$ cat config.mk
export PLATFORM = sky130hd
export DESIGN_NAME = uart_tx_arbiter_flat
export DESIGN_NICKNAME = d
export VERILOG_FILES = /design/src/rtl/uart_arb_pkg.sv /design/src/rtl/uart_tx_arbiter_if.sv /design/src/rtl/uart_rr_sel.sv /design/src/rtl/uart_tx_arbiter.sv /design/src/flat_wrapper.sv
export SDC_FILE = /design/constraint.sdc
export NUM_CORES = 1
export LEC_CHECK = 0
export ABC_AREA = 1
export BUFFER_PORTS_ARGS = -buffer_cell sky130_fd_sc_hd__buf_2
export CAP_MARGIN = 0
export CORE_ASPECT_RATIO = 1.1
export CORE_UTILIZATION = 45
export CTS_CLUSTER_SIZE = 40
export DETAILED_ROUTE_END_ITERATION = 7
export MAX_ROUTING_LAYER = met4
export PLACE_DENSITY = 0.76
export RECOVER_POWER = 25
export SYNTH_ARGS = -nofsm -noshare
export SYNTH_HDL_FRONTEND = slang
export SYNTH_SLANG_ARGS = --single-unit
$ cat constraint.sdc
create_clock -name clk -period 2.56 [get_ports clk]
set_clock_uncertainty 0.05 [all_clocks]
set_input_delay 0.256 -clock clk [delete_from_list [all_inputs] [get_ports clk]]
set_output_delay 0.256 -clock clk [all_outputs]
set_load 0.005 [all_outputs]
$ cat src/rtl/uart_arb_pkg.sv
// Shared types and helpers for the UART TX arbiter.
// Holds the FSM state enum and the round-robin pick function.
package uart_arb_pkg;

    typedef enum logic [1:0] {
        ARB_IDLE,
        ARB_SEND,
        ARB_GAP
    } arb_state_t;

    localparam int MAX_REQ = 8;

    // One-hot of the first set request at/after ptr, wrapping at n.
    function automatic logic [MAX_REQ-1:0] rr_pick(
        input logic [MAX_REQ-1:0] req,
        input logic [2:0]         ptr,
        input int                 n
    );
        logic [MAX_REQ-1:0] oh;
        logic               found;
        int                 idx;
        oh    = '0;
        found = 1'b0;
        for (int k = 0; k < MAX_REQ; k++) begin
            idx = (int'(ptr) + k) % n;
            if (k < n && !found && req[idx]) begin
                oh[idx] = 1'b1;
                found   = 1'b1;
            end
        end
        return oh;
    endfunction

endpackage

$ cat src/rtl/uart_tx_arbiter_if.sv
// Client/TX bundle of the UART TX arbiter.
// slave: arbiter side; master: clients plus TX core side.
interface uart_tx_arbiter_if #(
    parameter int NUM_REQ = 4
);
    logic [NUM_REQ-1:0]   req;
    logic [NUM_REQ*8-1:0] req_data;
    logic [NUM_REQ-1:0]   gnt;
    logic [NUM_REQ-1:0]   ack;
    logic                 err;
    logic                 busy;
    logic                 tx_newd;
    logic [7:0]           tx_data;
    logic                 tx_done;

    modport slave (
        input  req, req_data, tx_done,
        output gnt, ack, err, busy,
        output tx_newd, tx_data
    );

    modport master (
        output req, req_data, tx_done,
        input  gnt, ack, err, busy,
        input  tx_newd, tx_data
    );
endinterface

$ cat src/rtl/uart_rr_sel.sv
// Combinational round-robin selector.
// i_req, i_ptr -> o_gnt (one-hot), o_idx, o_vld.
module uart_rr_sel
    import uart_arb_pkg::*;
#(
    parameter  int NUM_REQ = 4,
    localparam int IDXW    = $clog2(NUM_REQ)
) (
    input  logic [NUM_REQ-1:0] i_req,
    input  logic [IDXW-1:0]    i_ptr,
    output logic [NUM_REQ-1:0] o_gnt,
    output logic [IDXW-1:0]    o_idx,
    output logic               o_vld
);
    logic [MAX_REQ-1:0] w_req;
    logic [MAX_REQ-1:0] w_pick;

    always_comb begin
        w_req              = '0;
        w_req[NUM_REQ-1:0] = i_req;
        w_pick = rr_pick(w_req, 3'(i_ptr), NUM_REQ);
        o_gnt  = w_pick[NUM_REQ-1:0];
        o_idx  = '0;
        for (int i = 0; i < MAX_REQ; i++) begin
            if (w_pick[i]) o_idx = IDXW'(i);
        end
        o_vld = |i_req;
    end
endmodule

$ cat src/rtl/uart_tx_arbiter.sv
// Round-robin arbiter sharing one UART TX among NUM_REQ clients.
// Ports: clk, rst (sync, active-high), bus (uart_tx_arbiter_if.slave).
module uart_tx_arbiter
    import uart_arb_pkg::*;
#(
    parameter int NUM_REQ    = 4,
    parameter int TIMEOUT    = 40000,
    parameter int GAP_CYCLES = 4
) (
    input logic              clk,
    input logic              rst,
    uart_tx_arbiter_if.slave bus
);
    localparam int IDXW = $clog2(NUM_REQ);
    localparam int WDW  = $clog2(TIMEOUT + 1);
    localparam int GW   = $clog2(GAP_CYCLES + 1);
    localparam logic [WDW-1:0] WD_LAST  = WDW'(TIMEOUT - 1);
    localparam logic [WDW-1:0] WD_MAX   = '1;
    localparam logic [GW-1:0]  GAP_LAST = GW'(GAP_CYCLES - 1);

    arb_state_t         r_state, w_state;
    logic [NUM_REQ-1:0] r_gnt, w_gnt;
    logic [NUM_REQ-1:0] r_ack, w_ack;
    logic [IDXW-1:0]    r_idx, w_idx;
    logic [IDXW-1:0]    r_ptr, w_ptr;
    logic [WDW-1:0]     r_wdog, w_wdog;
    logic [GW-1:0]      r_gap, w_gap;
    logic [7:0]         r_data, w_data;
    logic               r_err, w_err;
    logic               r_newd, w_newd;
    logic               r_done_q;

    logic [NUM_REQ-1:0] w_sel_gnt;
    logic [IDXW-1:0]    w_sel_idx;
    logic               w_sel_vld;
    logic               w_done_rise;
    logic [IDXW-1:0]    w_ptr_nxt;

    uart_rr_sel #(.NUM_REQ(NUM_REQ)) u_sel (
        .i_req (bus.req),
        .i_ptr (r_ptr),
        .o_gnt (w_sel_gnt),
        .o_idx (w_sel_idx),
        .o_vld (w_sel_vld)
    );

    assign w_done_rise = bus.tx_done & ~r_done_q;
    assign w_ptr_nxt = (r_idx == IDXW'(NUM_REQ - 1))
                     ? '0 : r_idx + 1'b1;

    always_comb begin
        w_state = r_state;
        w_gnt   = r_gnt;
        w_idx   = r_idx;
        w_ack   = '0;
        w_err   = 1'b0;
        w_newd  = r_newd;
        w_data  = r_data;
        w_ptr   = r_ptr;
        w_wdog  = r_wdog;
        w_gap   = r_gap;
        unique case (r_state)
            ARB_IDLE: begin
                if (w_sel_vld) begin
                    w_state = ARB_SEND;
                    w_gnt   = w_sel_gnt;
                    w_idx   = w_sel_idx;
                    w_data  = bus.req_data[8*w_sel_idx +: 8];
                    w_newd  = 1'b1;
                    w_wdog  = '0;
                end
            end
            ARB_SEND: begin
                if (r_wdog != WD_MAX) w_wdog = r_wdog + 1'b1;
                // Completion beats the watchdog in the same cycle.
                if (w_done_rise || r_wdog == WD_LAST) begin
                    w_state = ARB_GAP;
                    w_newd  = 1'b0;
                    w_gnt   = '0;
                    w_ptr   = w_ptr_nxt;
                    w_gap   = '0;
                    if (w_done_rise) w_ack = r_gnt;
                    else             w_err = 1'b1;
                end
            end
            ARB_GAP: begin
                // TX must see newd low while idle before the next grant.
                if (bus.tx_done) begin
                    w_gap = '0;
                end else if (r_gap == GAP_LAST) begin
                    w_state = ARB_IDLE;
                end else begin
                    w_gap = r_gap + 1'b1;
                end
            end
            default: w_state = ARB_IDLE;
        endcase
    end

    always_ff @(posedge clk) begin
        if (rst) begin
            r_state  <= ARB_IDLE;
            r_gnt    <= '0;
            r_idx    <= '0;
            r_ack    <= '0;
            r_err    <= 1'b0;
            r_newd   <= 1'b0;
            r_data   <= 8'h00;
            r_ptr    <= '0;
            r_wdog   <= '0;
            r_gap    <= '0;
            r_done_q <= 1'b0;
        end else begin
            r_state  <= w_state;
            r_gnt    <= w_gnt;
            r_idx    <= w_idx;
            r_ack    <= w_ack;
            r_err    <= w_err;
            r_newd   <= w_newd;
            r_data   <= w_data;
            r_ptr    <= w_ptr;
            r_wdog   <= w_wdog;
            r_gap    <= w_gap;
            r_done_q <= bus.tx_done;
        end
    end

    assign bus.gnt     = r_gnt;
    assign bus.ack     = r_ack;
    assign bus.err     = r_err;
    assign bus.busy    = (r_state != ARB_IDLE);
    assign bus.tx_newd = r_newd;
    assign bus.tx_data = r_data;
endmodule

$ cat src/flat_wrapper.sv
// flat-port wrapper written by rule: the top's interface ports become plain ports
module uart_tx_arbiter_flat import uart_arb_pkg::*;
#(
    parameter int NUM_REQ    = 4,
    parameter int TIMEOUT    = 40000,
    parameter int GAP_CYCLES = 4
)
  (clk, rst, bus_req, bus_req_data, bus_tx_done, bus_gnt, bus_ack, bus_err, bus_busy, bus_tx_newd, bus_tx_data);
  uart_tx_arbiter_if #(.NUM_REQ(NUM_REQ)) bus_i ();
  input logic clk;
  input logic rst;
  input wire logic [$bits(bus_i.req)-1:0] bus_req;
  input wire logic [$bits(bus_i.req_data)-1:0] bus_req_data;
  input wire logic [$bits(bus_i.tx_done)-1:0] bus_tx_done;
  output wire logic [$bits(bus_i.gnt)-1:0] bus_gnt;
  output wire logic [$bits(bus_i.ack)-1:0] bus_ack;
  output wire logic [$bits(bus_i.err)-1:0] bus_err;
  output wire logic [$bits(bus_i.busy)-1:0] bus_busy;
  output wire logic [$bits(bus_i.tx_newd)-1:0] bus_tx_newd;
  output wire logic [$bits(bus_i.tx_data)-1:0] bus_tx_data;
  assign bus_i.req = bus_req;
  assign bus_i.req_data = bus_req_data;
  assign bus_i.tx_done = bus_tx_done;
  assign bus_gnt = bus_i.gnt;
  assign bus_ack = bus_i.ack;
  assign bus_err = bus_i.err;
  assign bus_busy = bus_i.busy;
  assign bus_tx_newd = bus_i.tx_newd;
  assign bus_tx_data = bus_i.tx_data;
  uart_tx_arbiter #(.NUM_REQ(NUM_REQ), .TIMEOUT(TIMEOUT), .GAP_CYCLES(GAP_CYCLES)) u_core (.clk(clk), .rst(rst), .bus(bus_i));
endmodule
Yosys cells after proc, flatten, opt, wreduce, memory -nomap -nowiden
Cells that the tools add are included.
{ "totals": {"reg_bits": 44, "latchBits": 0, "mem_bits_rw": 0, "rom_bits": 0, "input_bits": 39, "out_inout_bits": 19, "word_cells": 129, "memories": 0} }
{ "classes": {"n_addsub": 6, "multipliers": 0, "div": 0, "n_lt_le_gt_ge": 8, "eq_ne": 12, "n_shift": 1, "mux": 53, "n_bitwise": 11, "n_reduce_logical": 27} }
{ "op_table": {"columns": ["cell", "n"], "rows": [
  ["$mux 16", 2],
  ["$pmux 16 s2", 1],
  ["$shiftx 32x6->8", 1],
  ["$mux 8", 3],
  ["$mux 2", 11],
  ["$mux 1", 18],
  ["$add 16x1->16 const B", 1],
  ["$eq 16x16->1 const B", 1],
  ["$ne 16x16->1 const B", 1],
  ["$or 8x8->8", 2],
  ["$lt 3x5->1 const B", 3],
  ["$mux 4", 3],
  ["$bmux 1 s3", 3],
  ["$demux 1 s3", 3],
  ["$ge 3x1->1 const B", 3],
  ["$mux 3", 3],
  ["$reduce_and 3->1", 3],
  ["$or 4x8->8", 1],
  ["$pmux 4 s2", 1],
  ["$reduce_or 4->1", 2],
  ["$logic_and 1x1->1", 7],
  ["$ne 2x1->1 const B", 3],
  ["$pmux 2 s3", 1],
  ["$pmux 3 s2", 1],
  ["other kinds (24)", 40]
]} }

Longest topological paths before layout
{ "depth": {"depth_word": 22, "mapped_depth": 17, "ltp_nobuf": 17} }

By module
From an unflattened synthesis, not the netlist that was laid out.
{ "unflattened": {"cells_unflattened": 431, "area_unflattened_um2": 2767.7} }
{ "modules_own_cells": {"columns": ["module", "instances", "cells_per_inst", "area_per_inst_um2", "seq_area_each_um2"], "rows": [
  ["uart_tx_arbiter", 1, 354, 2328.5, 880.8],
  ["uart_rr_sel", 1, 77, 439.2, 0.0]
]} }

Worst setup path before layout
No wires, ideal clock.
{ "synth_timing": {"path_kind": "reg-to-reg", "start": "register u_core.r_ptr[0]", "end": "register u_core.r_data[0], in the netlist u_core.bus.tx_data[0]", "setup_time_ps": 109, "arrival_time_ps": 2103, "required_ps": 2401, "setup_slack_ps": 298, "stages_incl_launch_ff": 18, "path_buffers": 1, "cell_sequence": "dfxtp_1 inv_2 ha_1 inv_1 nand3_1 nand2_1 nand2_4 nor2_4 nand2_4 nand3_2 inv_2 buf_6 nand2_4 nand2_1 nand2_1 nand3_1 nand2_1 inv_1"} }
{ "synth_between": {"elab_chain_cells": 22, "elab_cells_between_ends": 64} }
{ "synth_rtl": {"columns": ["element", "line", "text"], "rows": [
  ["start, declared", "uart_tx_arbiter.sv:25", "logic [IDXW-1:0] r_ptr, w_ptr;"],
  ["start signal, assigned", "uart_tx_arbiter.sv:121", "r_ptr <= w_ptr;"],
  ["branches (longest 13 deep; another with $lt 3x5->1)", null, null],
  ["$mux 8 (*)", "uart_arb_pkg.sv:26", "if (k < n && !found && req[idx]) begin"],
  ["$mux 1", "uart_rr_sel.sv:25", "if (w_pick[i]) o_idx = IDXW'(i);"],
  ["$mux 2 (5 in a row)", "uart_rr_sel.sv:25", null],
  ["$mux 2 (*)", "uart_rr_sel.sv:25", null],
  ["$shiftx 32x6->8 (*)", "uart_tx_arbiter.sv:68", "w_data = bus.req_data[8*w_sel_idx +: 8];"],
  ["end signal, assigned", "uart_tx_arbiter.sv:120", "r_data <= w_data;"],
  ["end, declared", "uart_tx_arbiter.sv:28", "logic [7:0] r_data, w_data;"]
]} }
Every way passes the cells marked *. The select of a mux whose other input is x is not followed.
A chain may end at the register's enable or synchronous reset.

Final worst setup path
{ "layout_timing": {"start": "register u_core.r_ptr[0]", "end": "register u_core.r_data[1], in the netlist u_core.bus.tx_data[1]"} }
Same word-level chain as after synthesis.

==> metrics.cfg <==
[run_status]
outcome=complete, no violations

[place]
pre_cts_ws_ns=0.08683
place.gp.congestion=0.9291
place_inst=573
port_buffers=57
placed_cell_area_sq_um=3156
hpwl_um=5041

[detailed_routing]
wire_per_inst_um=10.94
firstDrtPassIters=4
routed_wl_um=6379
drc_errors=0
detail-route-antenna-nets=0
dr_total_vias=2833
via_per_inst=4.859
drtIter0Drc=105

[floorplanning]
placement_rows=29
fp.dieH_um=84.33
ioPinCount=58
start_util=0.4746
die_w_um=76.84
die-area_sq_um=6480
core_area_sq_um=5842

[finish]
final_area_sq_um=3301
syn_to_final_growth_pct=19.04
diodes=0
fillCellCount=573
final_cell_count_no_fill=583
final_util=0.5650
multiInputGateArea_sq_um=1607
nNetsFinal=558
ff_latch_area_sq_um=884.6
drive_above_1_share=0.1700

[setup_path]
crit_slowest_cell=dfxtp_1
cp_top_family=simple AND/OR/NAND/NOR gates
critPathBufInv=4
cp.arrival_ns=2.44
cp_data_required_time_ns=2.71
crit_type=flip-flop to flip-flop
path_common_cell=nand2_1
start_kind=flip-flop
path_cells=inv_2 -> ha_1 -> inv_1 -> nand3_1 -> nand2_1 -> nand2_4 -> nor2_4 -> nand2_4 -> nand3_2 -> inv_2 -> nand2_4 -> nand2_1 -> nand2_1 -> nand3_1 -> nand2_1 -> inv_1
end_kind=flip-flop
slowest_delay_ns=0.35
path_max_fanout=11

[timing]
max_freq_mhz=436.4
tightest_slew_ns=1.212
finalSetupViolCount=0
period_needed_ns=2.292
whs_ns=0.1995
setup_ws_ns=0.2685
timing.final.crit_share=0.8951
grt_setup_unrepaired=no
drv_slew=0
final.setup.tns_ns=0
hold_violations=0
slew_headroom=0.1887

[cts]
htreeDepth=2
cts.path.max_buffers=2
numCtsBuffers=5
path_clk_slew_ns=0.09
clk_latency_ns=0.29
tritoncts=done
cts.sinks=44
cts_hold_buf=0
cts-root-buf=clkbuf_8

[synthesis]
synth_compound_gate_area_share=0.1011
synth_fa_ha_area_frac=0.06318
ys_ff_latch=44
syn_inst=441
synth_xor_area_frac=0.006318
synth_nets=494
yosysTopAreaCellShare=0.3177
netlist_area_sq_um=2773
seq_area_frac_synth=0.3177
synth_area_leaders=dfxtp_1, nand2_1, nor2_1
synth_area_leader_cell=dfxtp_1
synth.avg_cell_area_sq_um=6.287
yosys.area_share.simple=0.4025
synthMuxAreaShare=0
ys_warn_count=0
synth_top_family_by_area=simple AND/OR/NAND/NOR gates
synth_cell_types=27

[pwr]
clock_power_share=0.175
comb_power_share=0.530
p_total_mw=3.085
switching_share=0.4459
p_leak_nw=1.667
seqPwrFrac=0.296
ir_drop_mv=0.6351
p_sw_mw=1.376
p_per_area_nw_per_um2=934.8
p_int_mw=1.710

[global_routing]
grt_pass1_wl_um=11120
antenna_found_initial=0
grt.met2_usage=0.3734
track_usage=0.2137
met3_usage=0.03370
grt.busiest_layer=met2
grt_pass1_vias=2623
grt.met1_usage=0.2512
grt_max_degree=22
grt_overflow=0

[min_path]
min_path_type=input port to flip-flop

[flow_run]
maxCapViolations=0

## registers in the layout, summed over array words and instances, names as in the netlist, 2 cells and up
name	flops
u_core.r_wdog	16
u_core.bus.tx_data	8
u_core.bus.ack	4
u_core.bus.gnt	4
u_core.r_gap	3
u_core.r_idx	2
u_core.r_ptr	2
u_core.r_state	2
## synthesized netlist by cell type
cell type and count:
buf_1 1, nor2_1 67, buf_6 1, nor2_2 4, buf_2 2, o211ai_1 2, a31oi_1 2, xor2_1 2
dfxtp_1 44, nand4_1 5, nand3_1 39, inv_2 3, o21bai_1 1, nand2_4 5, clkbuf_1 3, inv_1 66
o21ai_0 16, ha_1 14, nor4_1 5, nand3_2 3, nor2_4 1, nor3_1 11, nand2_1 109, clkinv_1 2
nand3b_4 1, a21oi_1 31, o211a_1 1
## worst reg2reg max path: cells and delay by family, from the launching register on
kind	cells	cell delay, ns
buffers and inverters	4	0.36
adder cells (fa/ha/maj)	1	0.35
flip-flops	1	0.35
AND/OR/NAND/NOR	11	1.08
## placed cells by master (no fill, tap or decap), types with 2 or more instances in the layout
cell      count
a21oi_1      31
a31oi_1       2
buf_2        52
buf_4         7
clkbuf_1      5
clkbuf_8      5
clkinv_1      2
dfxtp_1      43
ha_1         14
inv_1        66
inv_2         3
nand2_1     108
nand2_4       6
nand3_1      39
nand3_2       3
nand4_1       5
nor2_1       67
nor2_2        2
nor2_4        3
nor3_1       11
nor4_1        5
o211ai_1      2
o21ai_0      16
xor2_1        2
## what timing repair did
item / CTS / global route
resized for setup: 0 / 6
setup buffers: 0 / 2
setup endpoints to repair: 0 / 8
## path summary, 6_finish.rpt
path,start,to,slack (ns),cells past startpoint
worst max-delay path,u_core.r_ptr[0]$_SDFFE_PP0P_,u_core.bus.tx_data[1]$_SDFFE_PP0P_,0.27,16
worst min-delay path,bus_tx_done,u_core.r_done_q$_SDFF_PP0_,0.20,3
worst max register to register,u_core.r_ptr[0]$_SDFFE_PP0P_,u_core.bus.tx_data[1]$_SDFFE_PP0P_,0.27,16
worst min register to register,u_core.r_gap[2]$_SDFFE_PP0P_,u_core.r_gap[2]$_SDFFE_PP0P_,0.42,2
## area by class of cell
cell class / instances / share of cell area
Tap cell: 77 / 0.02919
Multi-Input combinational cell: 319 / 0.4867
Sequential cell: 44 / 0.2680
Clock inverter: 3 / 0.01403
Timing Repair Buffer: 64 / 0.1005
Inverter: 71 / 0.08074
Clock buffer: 5 / 0.02085
## metal layers
| metal | vias to the layer above | wire [um] |
|---|---|---|
| li1 | 1529 | - |
| met1 | 1226 | 2971 |
| met2 | 68 | 2996 |
| met3 | 10 | 288 |
| met4 | 0 | 123 |
| met5 | - | 0 |
## cell families after synthesis
kind of cell | Yosys count
AO/OA/AOI/OAI | 53
AND/OR/NAND/NOR | 250
XOR/XNOR | 2
adder cells (fa/ha/maj) | 14
flip-flops | 44
buffers and inverters | 78
## power by group through the flow
| stage | clock, mW | sequential, mW | combinational, mW |
|---|---|---|---|
| floorplan | 0 | 0.915 | 1.17 |
| global placement | 0 | 0.920 | 1.55 |
| detailed placement | 0 | 0.924 | 1.58 |
| CTS | 0.550 | 0.909 | 1.59 |
| global route | 0.585 | 0.929 | 1.89 |
| finish | 0.539 | 0.913 | 1.63 |
Note: power is estimated with default switching activity, not from simulation.
